==> src/rtl/router_fifo.sv <==
// Per-port output buffer of the 1x3 router: holds header/payload/parity bytes tagged with a
// header flag, and tracks how many bytes of the packet being read out are still to come.
module router_fifo #(
    parameter int DEPTH = 16,
    parameter int AW    = 4,
    parameter int DW    = 8
) (
    input  logic          clk,
    input  logic          rst,
    input  logic          soft_rst,
    input  logic          we,
    input  logic          re,
    input  logic          lfd_state,
    input  logic [DW-1:0] din,
    output logic [DW-1:0] dout,
    output logic          full,
    output logic          empty,
    output logic          pkt_busy
);

    localparam logic [AW:0]   PTR_ONE = 1;
    localparam logic [DW-2:0] CNT_ONE = 1;

    logic [DW:0]   mem [DEPTH];
    logic [DW:0]   rd_entry;
    logic          wr_en;

    logic [AW:0]   wptr_q, wptr_d;
    logic [AW:0]   rptr_q, rptr_d;
    logic [DW-1:0] dout_q, dout_d;
    logic [DW-2:0] pkt_cnt_q, pkt_cnt_d;

    // Extra pointer MSB distinguishes a full buffer from an empty one.
    assign empty    = (wptr_q == rptr_q);
    assign full     = (wptr_q[AW] != rptr_q[AW]) && (wptr_q[AW-1:0] == rptr_q[AW-1:0]);
    assign pkt_busy = (pkt_cnt_q != '0);
    assign dout     = dout_q;

    always_comb begin
        rd_entry = mem[rptr_q[AW-1:0]];
    end

    always_comb begin
        wptr_d    = wptr_q;
        rptr_d    = rptr_q;
        dout_d    = dout_q;
        pkt_cnt_d = pkt_cnt_q;
        wr_en     = 1'b0;
        if (soft_rst) begin
            wptr_d    = '0;
            rptr_d    = '0;
            dout_d    = '0;
            pkt_cnt_d = '0;
        end else begin
            if (we && !full) begin
                wr_en  = 1'b1;
                wptr_d = wptr_q + PTR_ONE;
            end
            if (re && !empty) begin
                rptr_d = rptr_q + PTR_ONE;
                dout_d = rd_entry[DW-1:0];
                // Header length field counts payload bytes; the parity byte adds one more.
                if (rd_entry[DW]) begin
                    pkt_cnt_d = {1'b0, rd_entry[DW-1:2]} + CNT_ONE;
                end else if (pkt_cnt_q != '0) begin
                    pkt_cnt_d = pkt_cnt_q - CNT_ONE;
                end
            end
        end
    end

    always_ff @(posedge clk or negedge rst) begin
        if (!rst) begin
            wptr_q    <= '0;
            rptr_q    <= '0;
            dout_q    <= '0;
            pkt_cnt_q <= '0;
        end else begin
            wptr_q    <= wptr_d;
            rptr_q    <= rptr_d;
            dout_q    <= dout_d;
            pkt_cnt_q <= pkt_cnt_d;
        end
    end

    always_ff @(posedge clk) begin
        if (wr_en) begin
            mem[wptr_q[AW-1:0]] <= {lfd_state, din};
        end
    end

endmodule

==> config.mk <==
export PLATFORM = sky130hd
export DESIGN_NAME = router_fifo
export DESIGN_NICKNAME = d
export VERILOG_FILES = /design/src/rtl/router_fifo.sv
export SDC_FILE = /design/constraint.sdc
export NUM_CORES = 1
export LEC_CHECK = 0
export CORE_ASPECT_RATIO = 1.4
export CORE_MARGIN = 2
export CORE_UTILIZATION = 55
export DETAILED_ROUTE_END_ITERATION = 8
export DONT_BUFFER_PORTS = 1
export PLACE_DENSITY = 0.78
export SLEW_MARGIN = 40
export SYNTH_ARGS = -nofsm -noshare
export SYNTH_HDL_FRONTEND = slang
export SYNTH_SLANG_ARGS = --single-unit
==> constraint.sdc <==
create_clock -name clk -period 7.49 [get_ports clk]
set_input_delay 1.498 -clock clk [delete_from_list [all_inputs] [get_ports clk]]
set_output_delay 1.498 -clock clk [all_outputs]
set_load 0.01 [all_outputs]
# == Word level (Yosys, flattened, before mapping) ==
# Memories as Yosys holds them, arrays and structs flattened.
# Index checks and enable logic that the tools add are counted.
# op_classes
muxes,14
n_eq_ne,3
n_addsub,4
reduce_logical,10
# op_table
cell,n
2-to-1 mux 7 bit,4
2-to-1 mux 5 bit,4
2-to-1 mux 8 bit,2
adder 5 x 1 -> 5 bit (second input constant),2
adder 6 x 1 -> 7 bit (second input constant),1
nonzero test 7 bit,1
subtractor 7 x 1 -> 7 bit (second input constant),1
== test 5 bit,1
== test 4 bit,1
2-to-1 mux 1 bit,4
nonzero test 2 bit,2
logical AND 1 bit,3
nonzero test 3 bit,1
logical NOT 1 bit,2
AND reduction 2 bit,1
!= test 1 bit,1
# totals
mem_bits_rw,144
elab_cells,36
mem_count,1
ff_bits,25
input_bits,14
# mem_list
memory,depth,width,read_ports,rd_ports_with_merged_regs,wr,line,source
mem,16,9,1,0,1,24,logic [DW:0] mem [DEPTH];

# == Logic depth before layout (Yosys ltp) ==
# Gate-level depths: netlist of the first run.
# depth
ltp_word,8
ltp_mapped,10
mapped_depth_nobuf,8

# == Worst setup path before layout of the first run ==
# No wires, ideal clock.
# synth_timing
path_kind,register -> output
from,register pkt_cnt_q[0]
to,output pkt_busy
slack_ns,4.268
stages_incl_launch_ff,6
arrival_ns,1.724
required_ns,5.992
cell_sequence,dfrtp_1 -> inv_1 -> ha_1 -> or4b_2 -> nor3_1 -> inv_1
# synth_between
elab_chain_cells,1
# synth_rtl
item,line,source
start: declaration,31,"logic [DW-2:0] pkt_cnt_q, pkt_cnt_d;"
start signal: assignment,82,pkt_cnt_q <= pkt_cnt_d;
nonzero test 7 bit,36,assign pkt_busy = (pkt_cnt_q != '0);
end: declaration,18,output logic pkt_busy
# Every way passes these cells.

# == Worst setup path after layout of the first run ==
# Same ends and word-level chain as after synthesis.

==> flow_metrics.tcl, run 1 <==
set metrics [dict create \
    hold_viol 0 \
    synth_cell_types 47 \
    grt.total_usage 0.207 \
    wirelength_mm 13.6 \
    synth_top_area_cell "edfxtp_1" \
    cp_cell_sequence "inv_1 -> ha_1 -> or4b_2 -> nor3_1 -> inv_1" \
    ir_worst_vdd_uv 171 \
    synth_edf_count 144 \
    crit_top_cell "inv_1" \
    worst_path_largest_cell_delay_ns 0.66 \
    num_rows 49 \
    dieArea_sq_mm 0.0140 \
    avgSynthCellArea_sq_um 17.2 \
    fin_skew_ns 0.0116 \
    nNetsFinal 437 \
    yosysTopAreaCellShare 0.601 \
    core_sq_mm 0.0128 \
    ys_top_cells_by_area "edfxtp_1 (60%), dfrtp_1 (8.7%), mux4_2 (6.3%)" \
    tightest_slew_ns 0.733 \
    final-setup-viol-count 0 \
    netlist_area_sq_mm 0.00719 \
    hold_path_class "flip-flop to flip-flop" \
    cts_tree "yes" \
    cp_max_fo 5 \
    dpl.hpwl_mm 8.80 \
    maxSlewHeadroom 0.511 \
    ys_seq_elements 169 \
    status "finished clean" \
    worstSetupPathType "flip-flop to output port" \
    viasPerCell 6.35 \
    hold_ws_ns 0.570 \
    cts-root-buf "clkbuf_16" \
    dp_cells 550 \
    grt_pass1_vias 3834 \
    cap_violations 0 \
    cp_num_buf_inv 2 \
    power_per_cell_area_mw_per_mm2 295 \
    grt_antenna_before_repair 0 \
    diodes 0 \
    grt-ovfl-total 0 \
    drv_slew 0 \
    start_util 0.561 \
    globalplace.congestion 0.795 \
    synth-async-reset-ratio 0.148 \
    postCtsResizedCells 0 \
    period_share 0.518 \
    grt_pass1_wl_mm 21.3 \
    wl_per_cell_microns 23.3 \
    worst_ep_arrival_time_ns 2.39 \
    drc 0 \
    cts_buffers 17 \
    drive_above_1_share 0.145 \
    drt_iter0_drc 352 \
    cpLargestDelayFamily "simple AND/OR/NAND/NOR gates" \
    htree_levels 4 \
    portBuffers 0 \
    clkLatencyLatePin_ns 0.42 \
    cp_data_required_time_ns 5.99 \
    area_growth_pct 9.25 \
    ys.warnings.count 0 \
    postRouteAntennaNets 0 \
    clk_pin_slew_worst_paths_ns 0.07 \
    postCtsSetupBuffers 0 \
    syn_inst 418 \
    ctsHoldBuffers 0 \
    dr.pass1.iters 5 \
    critPathLaunchType "flip-flop" \
    ys_seq_area_frac 0.688 \
    routed-via-count 3691 \
    grt_max_degree 43 \
    critical-path-slowest-cell "or4b_2" \
    die_h_microns 139 \
    synth_top_flop_cell "edfxtp_1" \
    clock_path_buffers 2 \
    rsz0062_at_grt "no" \
    max_freq_mhz 258 \
    cts_num_sinks 169 \
    io_pins 25 \
    instances_no_fill 581 \
    crit_path_end_kind "output port" \
    synth_nets 439 \
    p_leak_nw 2.69 \
    fin_tns_setup_ns 0 \
    die_x_microns 101 \
    min_period_ns 3.88 \
]
## kinds of logic (layout without fill, tap and decap cells)
family                     count (synthesis)  in the layout  synth area share
DFF                                      169            169             0.688
and+or+nand+nor                          103            103            0.0731
AOI/OAI and AO/OA                         46             46            0.0438
muxes                                     44             44             0.135
buffers and inverters                     33             43            0.0282
xor gates and xnor gates                  16             16            0.0195
adders and majority gates                  7              7            0.0122
## power breakdown
part	switching (mW)	internal [mW]	leakage, nW	total (mW)
Sequential	0.0212	1.05	1.64	1.07
Clock	0.354	0.562	0.298	0.916
Combinational	0.187	0.151	0.751	0.339
## per-stage QoR
stage	setup WS (ns)	total power, mW	instance area, sq um	utilization
2_1_floorplan	4.27	1.38	7190	-
3_3_place_gp	4.17	1.41	7240	0.565
3_5_place_dp	4.04	1.43	7240	0.565
4_1_cts	3.60	2.33	7860	0.613
5_1_grt	3.49	2.40	7860	0.613
6_report	3.61	2.32	7860	0.613
## cell usage in the layout (no fill, tap or decap), drive strengths merged, types with 2 or more instances in the layout
| cell | count |
|---|---|
| nor4 | 5 |
| o22ai | 2 |
| buf | 2 |
| a22o | 2 |
| clkinv | 4 |
| nor2 | 21 |
| edfxtp | 144 |
| nand3 | 7 |
| or3 | 2 |
| o221ai | 2 |
| o2bb2ai | 2 |
| bufinv | 4 |
| clkbuf | 18 |
| clkinvlp | 2 |
| o21a | 2 |
| nand4 | 4 |
| xnor2 | 9 |
| nor3 | 7 |
| dfrtp | 25 |
| mux2i | 3 |
| o21ai | 6 |
| and2 | 4 |
| xor2 | 7 |
| nand2b | 3 |
| nand2 | 23 |
| a22oi | 5 |
| inv | 13 |
| ha | 7 |
| nor2b | 9 |
| mux2 | 4 |
| and3 | 17 |
| a21oi | 19 |
| mux4 | 37 |
## layout make-up
cell class	count	area (sq um)
Clock buffer	18	429
Clock inverter	13	193
Fill cell	893	4950
Inverter	10	37.5
Multi-Input combinational cell	216	2040
Sequential cell	169	4950
Tap cell	153	191
Timing Repair Buffer	2	15.0
## path summary, 6_finish.rpt
| path | from | to | slack (ns) | cells after the start |
|---|---|---|---|---|
| max in group asynchronous | rst | rptr_q[0] | 6.63 | 0 |
| worst min register to register | pkt_cnt_q[6] | pkt_cnt_q[6] | 0.57 | 2 |
| worst max register to register | rptr_q[0] | pkt_cnt_q[5] | 4.41 | 7 |
| worst max-delay path | pkt_cnt_q[0] | pkt_busy | 3.61 | 5 |
| min in group asynchronous | rst | pkt_cnt_q[6] | 0.77 | 0 |
| worst min-delay path | pkt_cnt_q[6] | pkt_cnt_q[6] | 0.57 | 2 |
## metal layers
layer / vias up / share of wire / routed length [microns] / track usage
met5: - / 0 / 0 / 0
met1: 1882 / 0.40 / 5390 / 0.256
met2: 128 / 0.53 / 7210 / 0.350
li1: 1651 / - / - / -
met4: 0 / 0.028 / 386 / 0.0880
met3: 30 / 0.042 / 572 / 0.0427
## state kept, by name, summed over array words and instances, names as in the netlist
register / flops
wptr_q: 5
rptr_q: 5
pkt_cnt_q: 7
mem: 144
dout: 8
## synthesized netlist by cell type (5+ instances only)
cell and number:
ha_1 7, edfxtp_1 144, o21ai_0 5, mux4_1 17, nand3_1 6, inv_1 9
buf_2 7, dfrtp_1 25, clkbuf_1 6, and3_1 17, nand2_1 23, xnor2_1 9
nor4_1 5, nor2_1 21, mux4_2 20, xor2_1 7, nor2b_1 9, a21oi_1 19
nor3_1 7
## worst reg2reg max path, delay by kind of cell (launching register included)
kind | cells | cell delay [ns]
and+or+nand+nor | 2 | 0.69
buffers and inverters | 1 | 0.57
muxes | 1 | 0.70
DFF | 1 | 0.33
AOI/OAI and AO/OA | 3 | 0.67
No activity file was read; power rests on OpenSTA's default activity.
==> run 2, diff against run 1 <==
- ABC_AREA: unset -> 1
- clock period: 7.49 -> 3.9 ns (I/O delays scaled with it)
==> run 2 against run 1 <==
  * Die area up 4.7%
  * Cell count is 57% higher
  * Global-route usage grew 3.6 points
  * Combinational power rose by 74%
  * Design area increased by 4.1%
  * Clock skew down 0.0032 ns
  * Clock power rose by 82%
  * Total power up 85%
  * Non-clock buffer count up 5
  * Core utilization decreased by 0.24 points
  * Worst hold slack worse by 0.54 ns
  * First-iteration DRC count increased by 30%
==> flow_metrics.tcl, run 2 <==
set metrics [dict create \
    synth_nets 746 \
    hold_path_class "input port to async pin" \
    critPathLaunchType "flip-flop" \
    dieArea_sq_mm 0.0147 \
    synth-async-reset-ratio 0.148 \
    crit_path_end_kind "flip-flop" \
    synth_xor_area_frac 0.00813 \
    grt_pass1_vias 4982 \
    rsz0062_at_grt "no" \
    p_leak_nw 3.29 \
    crit_top_cell "nor2_1" \
    synth_edf_count 144 \
    dr.pass1.iters 5 \
    cts_buffers 17 \
    ys_seq_area_frac 0.656 \
    wirelength_mm 16.6 \
    final-setup-viol-count 0 \
    cts_num_sinks 169 \
    grt.total_usage 0.243 \
    grt_antenna_before_repair 0 \
    netlist_area_sq_mm 0.00754 \
    grt-ovfl-total 0 \
    final_area_sq_mm 0.00818 \
    drive_above_1_share 0.0859 \
    diodes 0 \
    period_share 0.773 \
    ys_seq_elements 169 \
    final_common_cell "nand2_1" \
    p_int_mw 3.13 \
    syn_inst 725 \
    maxSlewHeadroom 0.469 \
    fin_skew_ns 0.00846 \
    pwr-share-seq 0.475 \
    critPathLaunch "rptr_q[2]" \
    swShare 0.271 \
    cts_tree "yes" \
    pwr-share-clk 0.388 \
    synthMostInstantiatedCell "nand2_1" \
    wl_per_cell_microns 18.2 \
    htree_levels 4 \
    postRouteAntennaNets 0 \
    drt_iter0_drc 457 \
    drv_slew 0 \
    max_freq_mhz 332 \
    p_sw_mw 1.16 \
    ys_top_cells_by_count "nand2_1 (197), edfxtp_1 (144), nor2_1 (72), inv_1 (71), nand3_1 (64)" \
    drc 0 \
    worst_ep_arrival_time_ns 3.07 \
    postCtsResizedCells 0 \
    ctsHoldBuffers 0 \
    largest_register_ffs 144 \
    yosysTopAreaCellShare 0.573 \
    area_growth_pct 8.43 \
    cp_num_buf_inv 1 \
    die_x_microns 103 \
    viasPerCell 5.56 \
    ys.warnings.count 0 \
    start_util 0.563 \
    fin_tns_setup_ns 0 \
    mostFrequentLayoutCells "nand2_1 (197), edfxtp_1 (144), inv_1 (71), nor2_1 (71), nand3_1 (64)" \
    clk_pin_slew_worst_paths_ns 0.07 \
    die_h_microns 143 \
    clock_path_buffers 2 \
    synth_compound_area_frac 0.0574 \
    num_rows 50 \
    grt_pass1_wl_mm 26.1 \
    cap_violations 0 \
    avgSynthCellArea_sq_um 10.4 \
    hold_viol 0 \
    nNetsFinal 741 \
    synth_top_area_cell "edfxtp_1" \
    globalplace.congestion 1.01 \
    grt_max_degree 74 \
    tightest_slew_ns 0.794 \
    worstSetupPathType "flip-flop to flip-flop" \
    synth_top_flop_cell "edfxtp_1" \
    cp_data_required_time_ns 3.96 \
    routed-via-count 5091 \
    min_period_ns 3.01 \
    synthMuxAreaShare 0 \
    ir_worst_vdd_uv 311 \
    status "finished clean" \
    worst_path_largest_cell_delay_ns 0.66 \
    nFillCells 1036 \
    postCtsSetupBuffers 0 \
    cp_cell_sequence "inv_1 -> nor2_1 -> nor3_2 -> nand3_1 -> nand2_1 -> nor2_1 -> nand2_1 -> nor2_1" \
    power_frac_comb 0.137 \
    cpLargestDelayFamily "simple AND/OR/NAND/NOR gates" \
    critical-path-slowest-cell "nor2_1" \
    io_pins 25 \
    reg2reg_from "rptr_q[2]" \
    dpl.hpwl_mm 10.7 \
    core_sq_mm 0.0134 \
    clkLatencyLatePin_ns 0.43 \
    synthAdderAreaFrac 0.0116 \
    synth-simple-area-share 0.197 \
    cp_max_fo 13 \
    synth_cell_types 32 \
    ys_top_cells_by_area "edfxtp_1 (57%), nand2_1 (9.8%), dfrtp_1 (8.3%)" \
    cts-root-buf "clkbuf_16" \
    power_per_cell_area_mw_per_mm2 525 \
    portBuffers 0 \
    post_dp_cell_area_sq_mm 0.00759 \
    synth_top_family_by_area "simple AND/OR/NAND/NOR gates" \
]
[run 2: cell count changes after synthesis, sizes merged, moves of 7 or more]
cell / previous run / this run
and3: 17 / 0
a21oi: 19 / 7
buf: 16 / 26
mux4: 37 / 0
xnor2: 9 / 2
nand2: 23 / 203
nand3: 7 / 66
nor2b: 9 / 0
o21ai: 6 / 55
inv: 9 / 76
nor2: 21 / 77
[run 2: cell type report]
type / instances / area, sq um / share of cell area
clock inverters: 15 / 161 / 0.0197
well taps: 182 / 228 / 0.0278
repair buffers: 7 / 52.6 / 0.00642
clock buffers: 17 / 425 / 0.0520
multi-input cells: 448 / 2070 / 0.253
flip-flops and latches: 169 / 4950 / 0.605
inverters: 77 / 289 / 0.0353
[run 2: metrics by stage]
stage | utilization | instances | hold slack, ns | power (mW) | setup slack (ns)
floorplan | - | 725 | 0.449 | 2.57 | 1.60
global placement | 0.567 | 883 | 0.468 | 2.64 | 1.13
detailed placement | 0.567 | 883 | 0.478 | 2.66 | 0.999
CTS | 0.611 | 915 | 0.0206 | 4.32 | 0.940
global route | 0.611 | 915 | 0.0217 | 4.46 | 0.646
finish | 0.611 | 915 | 0.0339 | 4.30 | 0.887
[run 2: power by group through the flow]
| stage | sequential, mW | combinational, mW | clock, mW |
|---|---|---|---|
| 2_1_floorplan | 2.07 | 0.498 | 0 |
| 5_1_grt | 2.05 | 0.658 | 1.75 |
| 6_report | 2.04 | 0.590 | 1.67 |
| 4_1_cts | 2.04 | 0.588 | 1.69 |
| 3_5_place_dp | 2.08 | 0.579 | 0 |
| 3_3_place_gp | 2.08 | 0.568 | 0 |
[run 2: cell families (layout without fill, tap and decap cells)]
| kind of cell | Yosys count | in the layout |
|---|---|---|
| and+or+nand+nor | 357 | 357 |
| AOI/OAI and AO/OA | 77 | 77 |
| xor gates and xnor gates | 7 | 7 |
| adders and majority gates | 7 | 7 |
| DFF | 169 | 169 |
| buffers and inverters | 108 | 116 |
[run 2: final timing paths]
check / to / slack [ns] / cells past startpoint
max in group asynchronous: wptr_q[1] / 3.78 / 0
hold / removal: pkt_cnt_q[5] / 0.03 / 0
setup reg to reg: mem[6][8] / 0.89 / 8
min in group clk: mem[8][3] / 0.44 / 0
setup / recovery: mem[6][8] / 0.89 / 8
hold reg to reg: pkt_cnt_q[5] / 0.49 / 2
[run 2: routing by layer]
| layer | track usage | wire (microns) | share of wire | vias up |
|---|---|---|---|---|
| li1 | - | - | - | 2402 |
| met1 | 0.302 | 6530 | 0.39 | 2427 |
| met2 | 0.395 | 8320 | 0.50 | 220 |
| met3 | 0.0575 | 1100 | 0.066 | 42 |
| met4 | 0.119 | 665 | 0.040 | 0 |
| met5 | 0 | 0 | 0 | - |
